[config.mk]
export PLATFORM = sky130hd
export DESIGN_NAME = div_32bit_seq_flat
export DESIGN_NICKNAME = d
export VERILOG_FILES = /design/src/rtl/div_32bit_seq_pkg.sv /design/src/rtl/div_32bit_seq_if.sv /design/src/rtl/CSA_32bit.sv /design/src/rtl/div_32bit_seq.sv /design/src/flat_wrapper.sv
export SDC_FILE = /design/constraint.sdc
export NUM_CORES = 1
export LEC_CHECK = 0
export CORE_ASPECT_RATIO = 0.8
export CORE_MARGIN = 2
export CORE_UTILIZATION = 51
export CTS_CLUSTER_SIZE = 8
export DETAILED_ROUTE_END_ITERATION = 16
export GPL_ROUTABILITY_DRIVEN = 0
export PLACE_DENSITY = 0.81
export SETUP_SLACK_MARGIN = 0.3
export SLEW_MARGIN = 0
export SYNTH_ARGS = -nofsm -noshare
export SYNTH_HDL_FRONTEND = slang
export SYNTH_HIERARCHICAL = 1
export SYNTH_SLANG_ARGS = --single-unit
[constraint.sdc]
create_clock -name clk -period 5.6 [get_ports clk]
set_input_delay 1.12 -clock clk [delete_from_list [all_inputs] [get_ports clk]]
set_output_delay 1.12 -clock clk [all_outputs]
set_load 0.02 [all_outputs]
[src/rtl/div_32bit_seq_pkg.sv]
// div_32bit_seq_pkg: shared state encoding and constants for the sequential divider
package div_32bit_seq_pkg;
    typedef enum logic [1:0] {IDLE = 2'b00, CALC = 2'b01, DONE = 2'b10} div_state_t;
    localparam int DIV_WIDTH = 32;
    localparam int DIV_ITER = 32;
    localparam logic [DIV_WIDTH-1:0] DBZ_QUOTIENT = 32'hFFFF_FFFF;
endpackage

[src/rtl/div_32bit_seq_if.sv]
// div_32bit_seq_if: start/busy/done handshake and operand/result bus of the divider
interface div_32bit_seq_if;
    import div_32bit_seq_pkg::*;
    logic start;
    logic [DIV_WIDTH-1:0] dividend;
    logic [DIV_WIDTH-1:0] divisor;
    logic busy;
    logic done;
    logic [DIV_WIDTH-1:0] quotient;
    logic [DIV_WIDTH-1:0] remainder;
    logic div_by_zero;
    modport master(output start, dividend, divisor, input busy, done, quotient, remainder, div_by_zero);
    modport slave(input start, dividend, divisor, output busy, done, quotient, remainder, div_by_zero);
endinterface

[src/rtl/CSA_32bit.sv]
// CSA_32bit: 32-bit carry-select adder built from eight 4-bit blocks
module CSA_32bit (
    input  logic [31:0] a,
    input  logic [31:0] b,
    input  logic        cin,
    output logic [31:0] sum,
    output logic        cout
);
    logic [8:0] c;
    assign c[0] = cin;
    for (genvar g = 0; g < 8; g++) begin : blk
        logic [4:0] s0, s1;
        assign s0 = {1'b0, a[4*g+:4]} + {1'b0, b[4*g+:4]};
        assign s1 = {1'b0, a[4*g+:4]} + {1'b0, b[4*g+:4]} + 5'd1;
        assign sum[4*g+:4] = c[g] ? s1[3:0] : s0[3:0];
        assign c[g+1] = c[g] ? s1[4] : s0[4];
    end
    assign cout = c[8];
endmodule

[src/rtl/div_32bit_seq.sv]
// div_32bit_seq: unsigned restoring divider, one quotient bit per clock via CSA_32bit subtract
module div_32bit_seq
    import div_32bit_seq_pkg::*;
#(
    parameter int WIDTH = 32
) (
    input  logic clk,
    input  logic rst_n,
    div_32bit_seq_if.slave bus
);
    div_state_t state;
    logic [WIDTH-1:0] r, q, d, diff, r_nx, q_nx, quotient, remainder;
    logic [WIDTH:0] rs;
    logic [4:0] count;
    logic c, ge, busy, done, div_by_zero;
    assign rs = {r, q[WIDTH-1]};
    CSA_32bit u_sub (.a(rs[WIDTH-1:0]), .b(~d), .cin(1'b1), .sum(diff), .cout(c));
    assign ge = rs[WIDTH] | c;
    assign r_nx = ge ? diff : rs[WIDTH-1:0];
    assign q_nx = {q[WIDTH-2:0], ge};
    always_ff @(posedge clk or negedge rst_n) begin
        if (!rst_n) begin
            state <= IDLE;
            r <= '0;
            q <= '0;
            d <= '0;
            count <= '0;
            busy <= 1'b0;
            done <= 1'b0;
            quotient <= '0;
            remainder <= '0;
            div_by_zero <= 1'b0;
        end else begin
            case (state)
                IDLE: if (bus.start) begin
                    d <= bus.divisor;
                    q <= bus.dividend;
                    r <= '0;
                    count <= '0;
                    if (bus.divisor == '0) begin
                        state <= DONE;
                        done <= 1'b1;
                        quotient <= DBZ_QUOTIENT;
                        remainder <= bus.dividend;
                        div_by_zero <= 1'b1;
                    end else begin
                        state <= CALC;
                        busy <= 1'b1;
                        div_by_zero <= 1'b0;
                    end
                end
                CALC: begin
                    r <= r_nx;
                    q <= q_nx;
                    count <= count + 5'd1;
                    if (count == 5'(DIV_ITER - 1)) begin
                        state <= DONE;
                        busy <= 1'b0;
                        done <= 1'b1;
                        quotient <= q_nx;
                        remainder <= r_nx;
                    end
                end
                DONE: begin
                    done <= 1'b0;
                    state <= IDLE;
                end
                default: state <= IDLE;
            endcase
        end
    end
    assign bus.busy = busy;
    assign bus.done = done;
    assign bus.quotient = quotient;
    assign bus.remainder = remainder;
    assign bus.div_by_zero = div_by_zero;
endmodule

[src/flat_wrapper.sv]
// flat-port wrapper written by rule: the top's interface ports become plain ports
module div_32bit_seq_flat import div_32bit_seq_pkg::*;
#(
    parameter int WIDTH = 32
)
  (clk, rst_n, bus_start, bus_dividend, bus_divisor, bus_busy, bus_done, bus_quotient, bus_remainder, bus_div_by_zero);
  div_32bit_seq_if bus_i ();
  input  logic clk;
  input  logic rst_n;
  input wire logic [$bits(bus_i.start)-1:0] bus_start;
  input wire logic [$bits(bus_i.dividend)-1:0] bus_dividend;
  input wire logic [$bits(bus_i.divisor)-1:0] bus_divisor;
  output wire logic [$bits(bus_i.busy)-1:0] bus_busy;
  output wire logic [$bits(bus_i.done)-1:0] bus_done;
  output wire logic [$bits(bus_i.quotient)-1:0] bus_quotient;
  output wire logic [$bits(bus_i.remainder)-1:0] bus_remainder;
  output wire logic [$bits(bus_i.div_by_zero)-1:0] bus_div_by_zero;
  assign bus_i.start = bus_start;
  assign bus_i.dividend = bus_dividend;
  assign bus_i.divisor = bus_divisor;
  assign bus_busy = bus_i.busy;
  assign bus_done = bus_i.done;
  assign bus_quotient = bus_i.quotient;
  assign bus_remainder = bus_i.remainder;
  assign bus_div_by_zero = bus_i.div_by_zero;
  div_32bit_seq #(.WIDTH(WIDTH)) u_core (.clk(clk), .rst_n(rst_n), .bus(bus_i));
endmodule
# == Word level (Yosys, flattened, before mapping) ==
# Index checks and enable logic that the tools add are counted.
# word_totals
ff_bits,170
mem_bits_rw,0
latchBits,0
memories,0
out_inout_bits,67
rom_bits,0
# classes
eq_ne,7
div,0
n_shift,0
muxes,42
add_sub_neg,17
multipliers,0
reduce_logical,10
bitwise,2
order_cmp,0
# op_table
cell,n
$mux W32,9
$pmux W32 S2,4
$add A5 B1 Y5 const B,9
$add A4 B4 Y5,8
$logic_not A32 Y1,1
$not A32 Y32,1
$mux W4,7
$mux W1,14
$reduce_and A4 Y1,3
$pmux W5 S2,1
$mux W2,3
$reduce_and A2 Y1,3
$eq A5 B5 Y1 const B,1
$mux W5,1
$ne A2 B1 Y1 const B,2
$ne A2 B2 Y1 const B,2
$pmux W2 S2,1
$pmux W1 S3,1
$reduce_bool A3 Y1,1
$eq A2 B1 Y1 const B,1
$eq A2 B2 Y1 const B,1
$logic_not A2 Y1,1
$pmux W1 S2,1
$reduce_bool A2 Y1,1
$or A1 B1 Y1,1

# == Depth between registers and ports, before layout ==
# Gate-level depths: netlist of run 1.
# logic_depth
word_depth,14
ltp_mapped,22

# == By module ==
# Netlist of run 1, hierarchy kept.
# modules_own_cells
module,area_each_um2,instances,cells_per_inst
div_32bit_seq,8682.1,1,953
CSA_32bit,1806.7,1,203

# == Worst setup path before layout of run 1 ==
# OpenSTA, ideal clock, no wires.
# synth_timing
path_type,register -> register
from,register u_core.q[31]
to,"register u_core.remainder[24], in the netlist u_core/bus.remainder[24]"
n_path_buf,3
arrival_time_ns,5.145
required_ns,5.520
path_stages_with_launch,22
path_slack_ns,0.374
path_cell_list,dfrtp_1 -> ha_1 -> fa_1 -> ha_1 -> nand2_1 -> o21ai_0 -> nand4_1 -> a221oi_2 -> mux2i_1 -> mux2i_1 -> mux2i_1 -> mux2i_1 -> mux2i_2 -> mux2i_1 -> xor2_1 -> buf_2 -> buf_6 -> buf_2 -> o21ai_0 -> a21oi_1 -> o21ai_0 -> o211ai_2
# synth_between
elab_chain_len,13
elab_cells_between_ends,14
classes_between,add/sub (2); mux (11); bitwise (1)
# synth_lines
element,line_no,rtl
start: declaration,div_32bit_seq.sv:12,"logic [WIDTH-1:0] r, q, d, diff, r_nx, q_nx, quotient, remainder;"
start signal: assignment,div_32bit_seq.sv:37,q <= bus.dividend;
start signal: assignment,div_32bit_seq.sv:54,q <= q_nx;
$add A4 B4 Y5,CSA_32bit.sv:14,"assign s1 = {1'b0, a[4*g+:4]} + {1'b0, b[4*g+:4]} + 5'd1;"
$add A5 B1 Y5,CSA_32bit.sv:14,
$mux W1 (7 in a row),CSA_32bit.sv:16,assign c[g+1] = c[g] ? s1[4] : s0[4];
net u_core.c,div_32bit_seq.sv:15,"logic c, ge, busy, done, div_by_zero;"
$or A1 B1 Y1,div_32bit_seq.sv:18,assign ge = rs[WIDTH] | c;
$mux W32,div_32bit_seq.sv:19,assign r_nx = ge ? diff : rs[WIDTH-1:0];
$mux W32,div_32bit_seq.sv:56,if (count == 5'(DIV_ITER - 1)) begin
$pmux W32 S2,div_32bit_seq.sv:34,case (state)
end signal: assignment,div_32bit_seq.sv:44,remainder <= bus.dividend;
end signal: assignment,div_32bit_seq.sv:61,remainder <= r_nx;
end: declaration,div_32bit_seq.sv:12,
# The timed path passes the listed nets, and every way through them passes these cells. The select of a mux whose other input is x is not followed.
# A chain may end at the register's enable or synchronous reset.

# == Worst setup path in the final report of run 1 ==
# layout_timing
from,register u_core.q[31]
to,"register u_core.remainder[23], in the netlist u_core/bus.remainder[23]"
# Same word-level chain as after synthesis.

==> results.cfg, run 1 <==
[status]
status = finished, final reports clean

[logic_synthesis]
ys_types = 59
synthesis.area_um2 = 10490
avgSynthCellArea_um2 = 9.073
yosys_warnings = 6
synth_edf_count = 0
synth_compound_area_share_pct = 23.63
synthMuxAreaShare_pct = 1.551
synth_xor_area_share_pct = 4.008
synthSimpleGateAreaFrac_pct = 17.34
yosysSeqAreaShare_pct = 40.56
synthFlopType = dfrtp_1
synth_cells = 1156
synth_seq_cells = 170
ys_async_sr_fraction_pct = 100.0
synth_fa_ha_area_share_pct = 6.537
synth_top_family_by_area = compound AO/OA/AOI/OAI gates

[sta]
tightest_slew_ns = 1.002
drv_slew = 0
setup_slack_ns = 0.1930
fin_crit_ns = 5.407
setup-tns-final_ns = 0
post-route-period-util_pct = 96.55
max_slew_margin_pct = 33.08
fmax_ghz = 0.1849
hold_violations = 0
rsz0062_at_grt = true
setup_violations = 0
skew_ns = 0.01088

[finish]
drive_gt1_share_pct = 13.79
antenna_cells = 0
fin_area_um2 = 12820
stdcell_count = 1540
final_cell_mix = dfrtp_1, nand2_1, clkdlybuf4s50_1, o21ai_0, inv_1
final_common_cell = dfrtp_1
layout.nets = 1380
area_growth_syn_to_layout_pct = 22.27

[placed_design]
portBuffers = 133
place_inst = 1494
dp_hpwl_um = 19230
placed_area_um2 = 12000
dp_slack_ns = 0.004911

[cts]
root_buffer = clkbuf_16
htreeDepth = 4
cts_tree = built
clock_path_buffers = 2
clkSinkCount = 170
clk_pin_slew_ns = 0.07
cts_inserted_buffers = 17
clock_latency_ns = 0.44

[global_routing]
grt_pass1_vias = 9029
grtUsageTotal_pct = 26.78
grt_overflow = 0
grt_pass1_wl_um = 46450
grt_max_degree = 93
antenna_found_initial = 0

[detailed_routing]
wl_um = 28780
routedWlPerCell_um = 18.69
viasPerCell = 5.996
dr.pass1.iters = 6
vias = 9234
drt-initial-drc-count = 889
drcViolationCount = 0
ant_nets = 0

[floorplan]
initial_core_util_pct = 52.52
dieArea_um2 = 21740
rows = 46
die_height_um = 132.3
die_w_um = 164.3
io_pins = 134
core_um2 = 19970

[setup_path]
crit_start = u_core/q[31]$_DFFE_PN0P_
critPathLaunchType = flip-flop
worstSetupPathType = reg -> reg
worstPathArrival_ns = 5.76
cp.required_ns = 5.95
endpoint_kind = flip-flop
reg2reg_from = u_core/q[31]$_DFFE_PN0P_
path_max_fanout = 15

[hold_path]
min_from = u_core/count[2]$_DFFE_PN0P_
hp-class = reg -> reg

[pwr]
totalPowerFinal_mw = 9.848
peakVddDrop_v = 0.0003453
power.density_nw_per_um2 = 767.9
p_leak_nw = 5.365

[flow_run]
max_cap_viol_count = 0
sequential cells by signal, summed over array words and instances, names as in the netlist, 2 cells and up:
register and flops:
u_core/bus.quotient 32, u_core/bus.remainder 32, u_core/count 5, u_core/d 32
u_core/q 32, u_core/r 32, u_core/state 2
area by class of cell:
type	count	area, um^2
Clock buffer	19	452.9
Clock inverter	13	177.7
Fill cell	1575	7147
Inverter	69	259.0
Multi-Input combinational cell	839	5717
Sequential cell	170	4254
Tap cell	264	330.3
Timing Repair Buffer	166	1634
power breakdown:
| part | leakage (nW) | switching [mW] | total (mW) | internal, mW |
|---|---|---|---|---|
| Sequential | 2.01 | 0.489 | 2.32 | 1.83 |
| Combinational | 3.05 | 3.47 | 6.25 | 2.78 |
| Clock | 0.304 | 0.544 | 1.28 | 0.739 |
| Total | 5.37 | 4.50 | 9.85 | 5.34 |
path summary, 6_finish.rpt:
check,endpoint,slack [ns],cells after the start
min reg2reg,u_core/count[2]$_DFFE_PN0P_,0.52,1
max reg2reg,u_core/bus.remainder[23]$_DFFE_PN0P_,0.19,20
max,u_core/bus.remainder[23]$_DFFE_PN0P_,0.19,20
max in group asynchronous,u_core/d[31]$_DFFE_PN0P_,3.91,2
min in group asynchronous,u_core/d[5]$_DFFE_PN0P_,0.71,1
min,u_core/count[2]$_DFFE_PN0P_,0.52,1
cell families after synthesis:
logic type,after synthesis
buffers and inverters,151
and+or+nand+nor,343
adders and majority gates,50
xor gates and xnor gates,48
muxes,15
other,1
AOI/OAI and AO/OA,378
DFF,170
synth_stat cells, types with 3 or more instances:
cell type | instances | area [um^2]
dfrtp_1 | 170 | 4254
nand2_1 | 154 | 578.1
o21ai_0 | 76 | 380.4
inv_1 | 69 | 259.0
o21ai_1 | 61 | 305.3
a21oi_1 | 50 | 250.2
ha_1 | 42 | 525.5
nor2_1 | 41 | 153.9
clkbuf_1 | 40 | 150.1
a21oi_2 | 34 | 297.8
nor2b_1 | 34 | 212.7
a31oi_1 | 32 | 200.2
and2_1 | 32 | 200.2
o22ai_1 | 32 | 200.2
or3b_1 | 31 | 271.5
buf_2 | 30 | 150.1
xnor2_1 | 30 | 262.8
a21o_1 | 18 | 135.1
xor2_1 | 18 | 157.7
o211ai_2 | 17 | 212.7
a31o_1 | 16 | 140.1
a31o_2 | 15 | 131.4
o211ai_1 | 15 | 112.6
nand4_1 | 10 | 62.56
buf_6 | 8 | 90.09
fa_1 | 8 | 160.2
nor4_2 | 8 | 100.1
mux2i_1 | 7 | 70.07
mux2_2 | 6 | 67.56
nand3_1 | 6 | 30.03
nand3b_1 | 5 | 37.54
buf_1 | 4 | 15.01
nand2b_1 | 3 | 18.77
nand4b_1 | 3 | 26.28
nor3_1 | 3 | 15.01
routing by layer:
metal,global-route usage (%),vias to the layer above,wire [um]
met5,0,-,0
met4,9.162,0,799
met3,5.473,60,1914
met2,42.21,373,13500
met1,36.77,4537,12570
li1,-,4264,-
worst max-delay path, cell delays in order (launching register included):
cell and delay [ns]:
dfrtp_1 0.40, ha_2 0.21, fa_1 0.57, ha_2 0.20
nand2_2 0.09, o21bai_1 0.15, o31ai_1 0.14, a221oi_2 0.37
mux2i_2 0.33, mux2i_2 0.35, mux2i_2 0.33, mux2i_2 0.31
mux2i_2 0.29, mux2i_1 0.21, buf_4 0.15, xor2_4 0.08
buf_6 0.17, or3b_1 0.42, a21oi_2 0.22, o21ai_1 0.12
o211ai_2 0.21
through the flow:
step | utilization [%] | hold WS, ns
floorplan | - | 0.4674
global placement | 60.09 | 0.4898
detailed placement | 60.09 | 0.5039
CTS | 63.88 | 0.5085
global route | 64.22 | 0.5255
finish | 64.22 | 0.5184
timing repair:
item	CTS	global route
gates resized for setup	19	5
pin swaps	5	2
setup buffers	8	6
hold buffers	0	0
endpoints found under the setup margin	63	64
Note: power is estimated with default switching activity, not from simulation.
==> run 2: changes to the inputs <==
- HOLD_SLACK_MARGIN: unset -> 0.1
==> results of run 2 <==
Final layout, timing and power as in run 1 (identical DEF).
==> run 3: changes to the inputs <==
- CORE_UTILIZATION: 51 -> 57
- PLACE_DENSITY: 0.81 -> 0.86
- clock period: 5.6 -> 6 ns (I/O delays scaled with it)
==> run 3 against run 2 <==
Against the previous run: utilization rose by 5.7 points; flip-flop and latch count did not move; combinational power fell by 8.3%; worst setup slack gained 0.29 ns; clock power down 9%; largest power group unchanged.
==> results.cfg, run 3 (same netlist as run 1, synthesis figures left out) <==
[status]
status = finished, final reports clean

[placed_design]
place_inst = 1457
dp_hpwl_um = 18660
placed_area_um2 = 11910
portBuffers = 133

[pwr]
p_int_mw = 4.883
power.share.sequential_pct = 23.9
swShare_pct = 46.13
p_leak_nw = 5.304
peakVddDrop_v = 0.0003256
p_comb_share_pct = 63.2
power.density_nw_per_um2 = 715.8
clockPowerShare_pct = 12.9
switchingPower_mw = 4.182

[cts]
root_buffer = clkbuf_16
htreeDepth = 4
clock_latency_ns = 0.44
clock_path_buffers = 2
cts_tree = built
clkSinkCount = 170
cts_inserted_buffers = 17
clk_pin_slew_ns = 0.07

[sta]
post-route-period-util_pct = 91.97
fin_crit_ns = 5.518
max_slew_margin_pct = 19.13
tightest_slew_ns = 1.210
setup-tns-final_ns = 0
rsz0062_at_grt = false
setup_violations = 0
hold_violations = 0
drv_slew = 0
skew_ns = 0.009110
fmax_ghz = 0.1812

[hold_path]
whs_path_depth = 1
holdPathEnd = u_core/count[2]$_DFFE_PN0P_
hp-class = reg -> reg
min_from = u_core/count[2]$_DFFE_PN0P_

[detailed_routing]
vias = 9261
viasPerCell = 6.195
wl_um = 28420
routedWlPerCell_um = 19.01
ant_nets = 0
dr.pass1.iters = 5
drcViolationCount = 0
drt-initial-drc-count = 919

[setup_path]
worstSetupPathType = reg -> reg
path_max_fanout = 32
reg2reg_from = u_core/d[0]$_DFFE_PN0P_
worstPathArrival_ns = 5.88
cp.required_ns = 6.36
critPathLaunchType = flip-flop
endpoint_kind = flip-flop
r2r_end = u_core/bus.remainder[24]$_DFFE_PN0P_
reg2reg_slack_ns = 0.48
worstRegToRegCells = 20

[floorplan]
io_pins = 134
rows = 44
core_um2 = 18110
initial_core_util_pct = 57.91
dieArea_um2 = 19510
die_w_um = 155.7
die_height_um = 125.3

[finish]
stdcell_count = 1495
fin_area_um2 = 12660
final_common_cell = dfrtp_1
drive_gt1_share_pct = 12.96
final_cell_mix = dfrtp_1, nand2_1, clkdlybuf4s50_1, o21ai_0, inv_1
fillers = 1316
antenna_cells = 0
area_growth_syn_to_layout_pct = 20.74
layout.nets = 1369

[flow_run]
max_cap_viol_count = 0

[global_routing]
grtUsageTotal_pct = 29.19
grt_max_degree = 96
grt_pass1_vias = 9011
antenna_found_initial = 0
grt_overflow = 0
grt_pass1_wl_um = 45710
==> run 3: critical path, stage by stage (launching register included) <==
cell      delay (ns)
dfrtp_1         0.37
inv_1           0.10
ha_2            0.20
fa_1            0.45
ha_1            0.24
nand2_2         0.11
a2111o_1        0.12
nand4_1         0.18
a221oi_4        0.38
mux2i_2         0.35
mux2i_2         0.36
mux2i_2         0.34
mux2i_2         0.32
mux2i_2         0.29
mux2i_2         0.35
xor2_4          0.14
buf_8           0.20
or3b_1          0.43
a21oi_2         0.15
o21ai_0         0.14
o211ai_2        0.20
==> run 3: power groups by stage <==
| stage | logic, mW | registers [mW] | clock network (mW) |
|---|---|---|---|
| global route | 6.28 | 2.23 | 1.22 |
| global placement | 5.22 | 2.15 | 0 |
| CTS | 5.51 | 2.15 | 1.18 |
| detailed placement | 5.41 | 2.16 | 0 |
| floorplan | 3.91 | 2.26 | 0 |
| finish | 5.73 | 2.16 | 1.17 |
==> run 3: area by class of cell <==
cell class	count	area [um^2]	area share, %
Sequential cell	170	4254	33.59
Clock buffer	18	429.2	3.389
Clock inverter	14	186.4	1.472
Inverter	69	259.0	2.045
Multi-Input combinational cell	839	5718	45.15
Tap cell	230	287.8	2.272
Timing Repair Buffer	155	1530	12.08
==> run 3: through the flow <==
step	hold WS [ns]	utilization (%)	setup slack (ns)	total power, mW
global route	0.5439	69.92	0.2241	9.729
finish	0.5160	69.92	0.4817	9.065
global placement	0.4957	65.76	0.4851	7.368
floorplan	0.4674	-	0.7744	6.170
CTS	0.5116	69.30	0.3044	8.842
detailed placement	0.5049	65.76	0.2281	7.574
==> run 3: how the worst max path moves through the flow <==
| stage | from | endpoint | depth (start not counted) | slack (ns) |
|---|---|---|---|---|
| after floorplan | u_core/q[31]$_DFFE_PN0P_ | u_core/bus.remainder[24]$_DFFE_PN0P_ | 21 | 0.77 |
| after detailed placement | u_core/q[31]$_DFFE_PN0P_ | u_core/bus.remainder[25]$_DFFE_PN0P_ | 18 | 0.23 |
| after CTS | u_core/r[3]$_DFFE_PN0P_ | u_core/bus.remainder[25]$_DFFE_PN0P_ | 18 | 0.30 |
| after global routing | u_core/d[0]$_DFFE_PN0P_ | u_core/bus.remainder[25]$_DFFE_PN0P_ | 20 | 0.22 |
| after global placement | u_core/q[31]$_DFFE_PN0P_ | u_core/bus.remainder[27]$_DFFE_PN0P_ | 19 | 0.49 |
| final | u_core/d[0]$_DFFE_PN0P_ | u_core/bus.remainder[24]$_DFFE_PN0P_ | 20 | 0.48 |
==> run 3: timing repair <==
action | 4_1_cts | 5_1_grt
endpoints found under the setup margin | 31 | 61
resized for setup | 6 | 19
pin swaps | 0 | 4
buffers inserted | 0 | 6
cloned | 0 | 0
hold buffers | 0 | 0
==> run 3: per-layer routing <==
layer | up-vias | track usage (%) | share of wire, %
met5 | - | 0 | 0
met4 | 0 | 10.52 | 2.5
met3 | 70 | 5.234 | 7.3
met2 | 409 | 48.02 | 48
met1 | 4542 | 39.00 | 42
li1 | 4240 | - | -
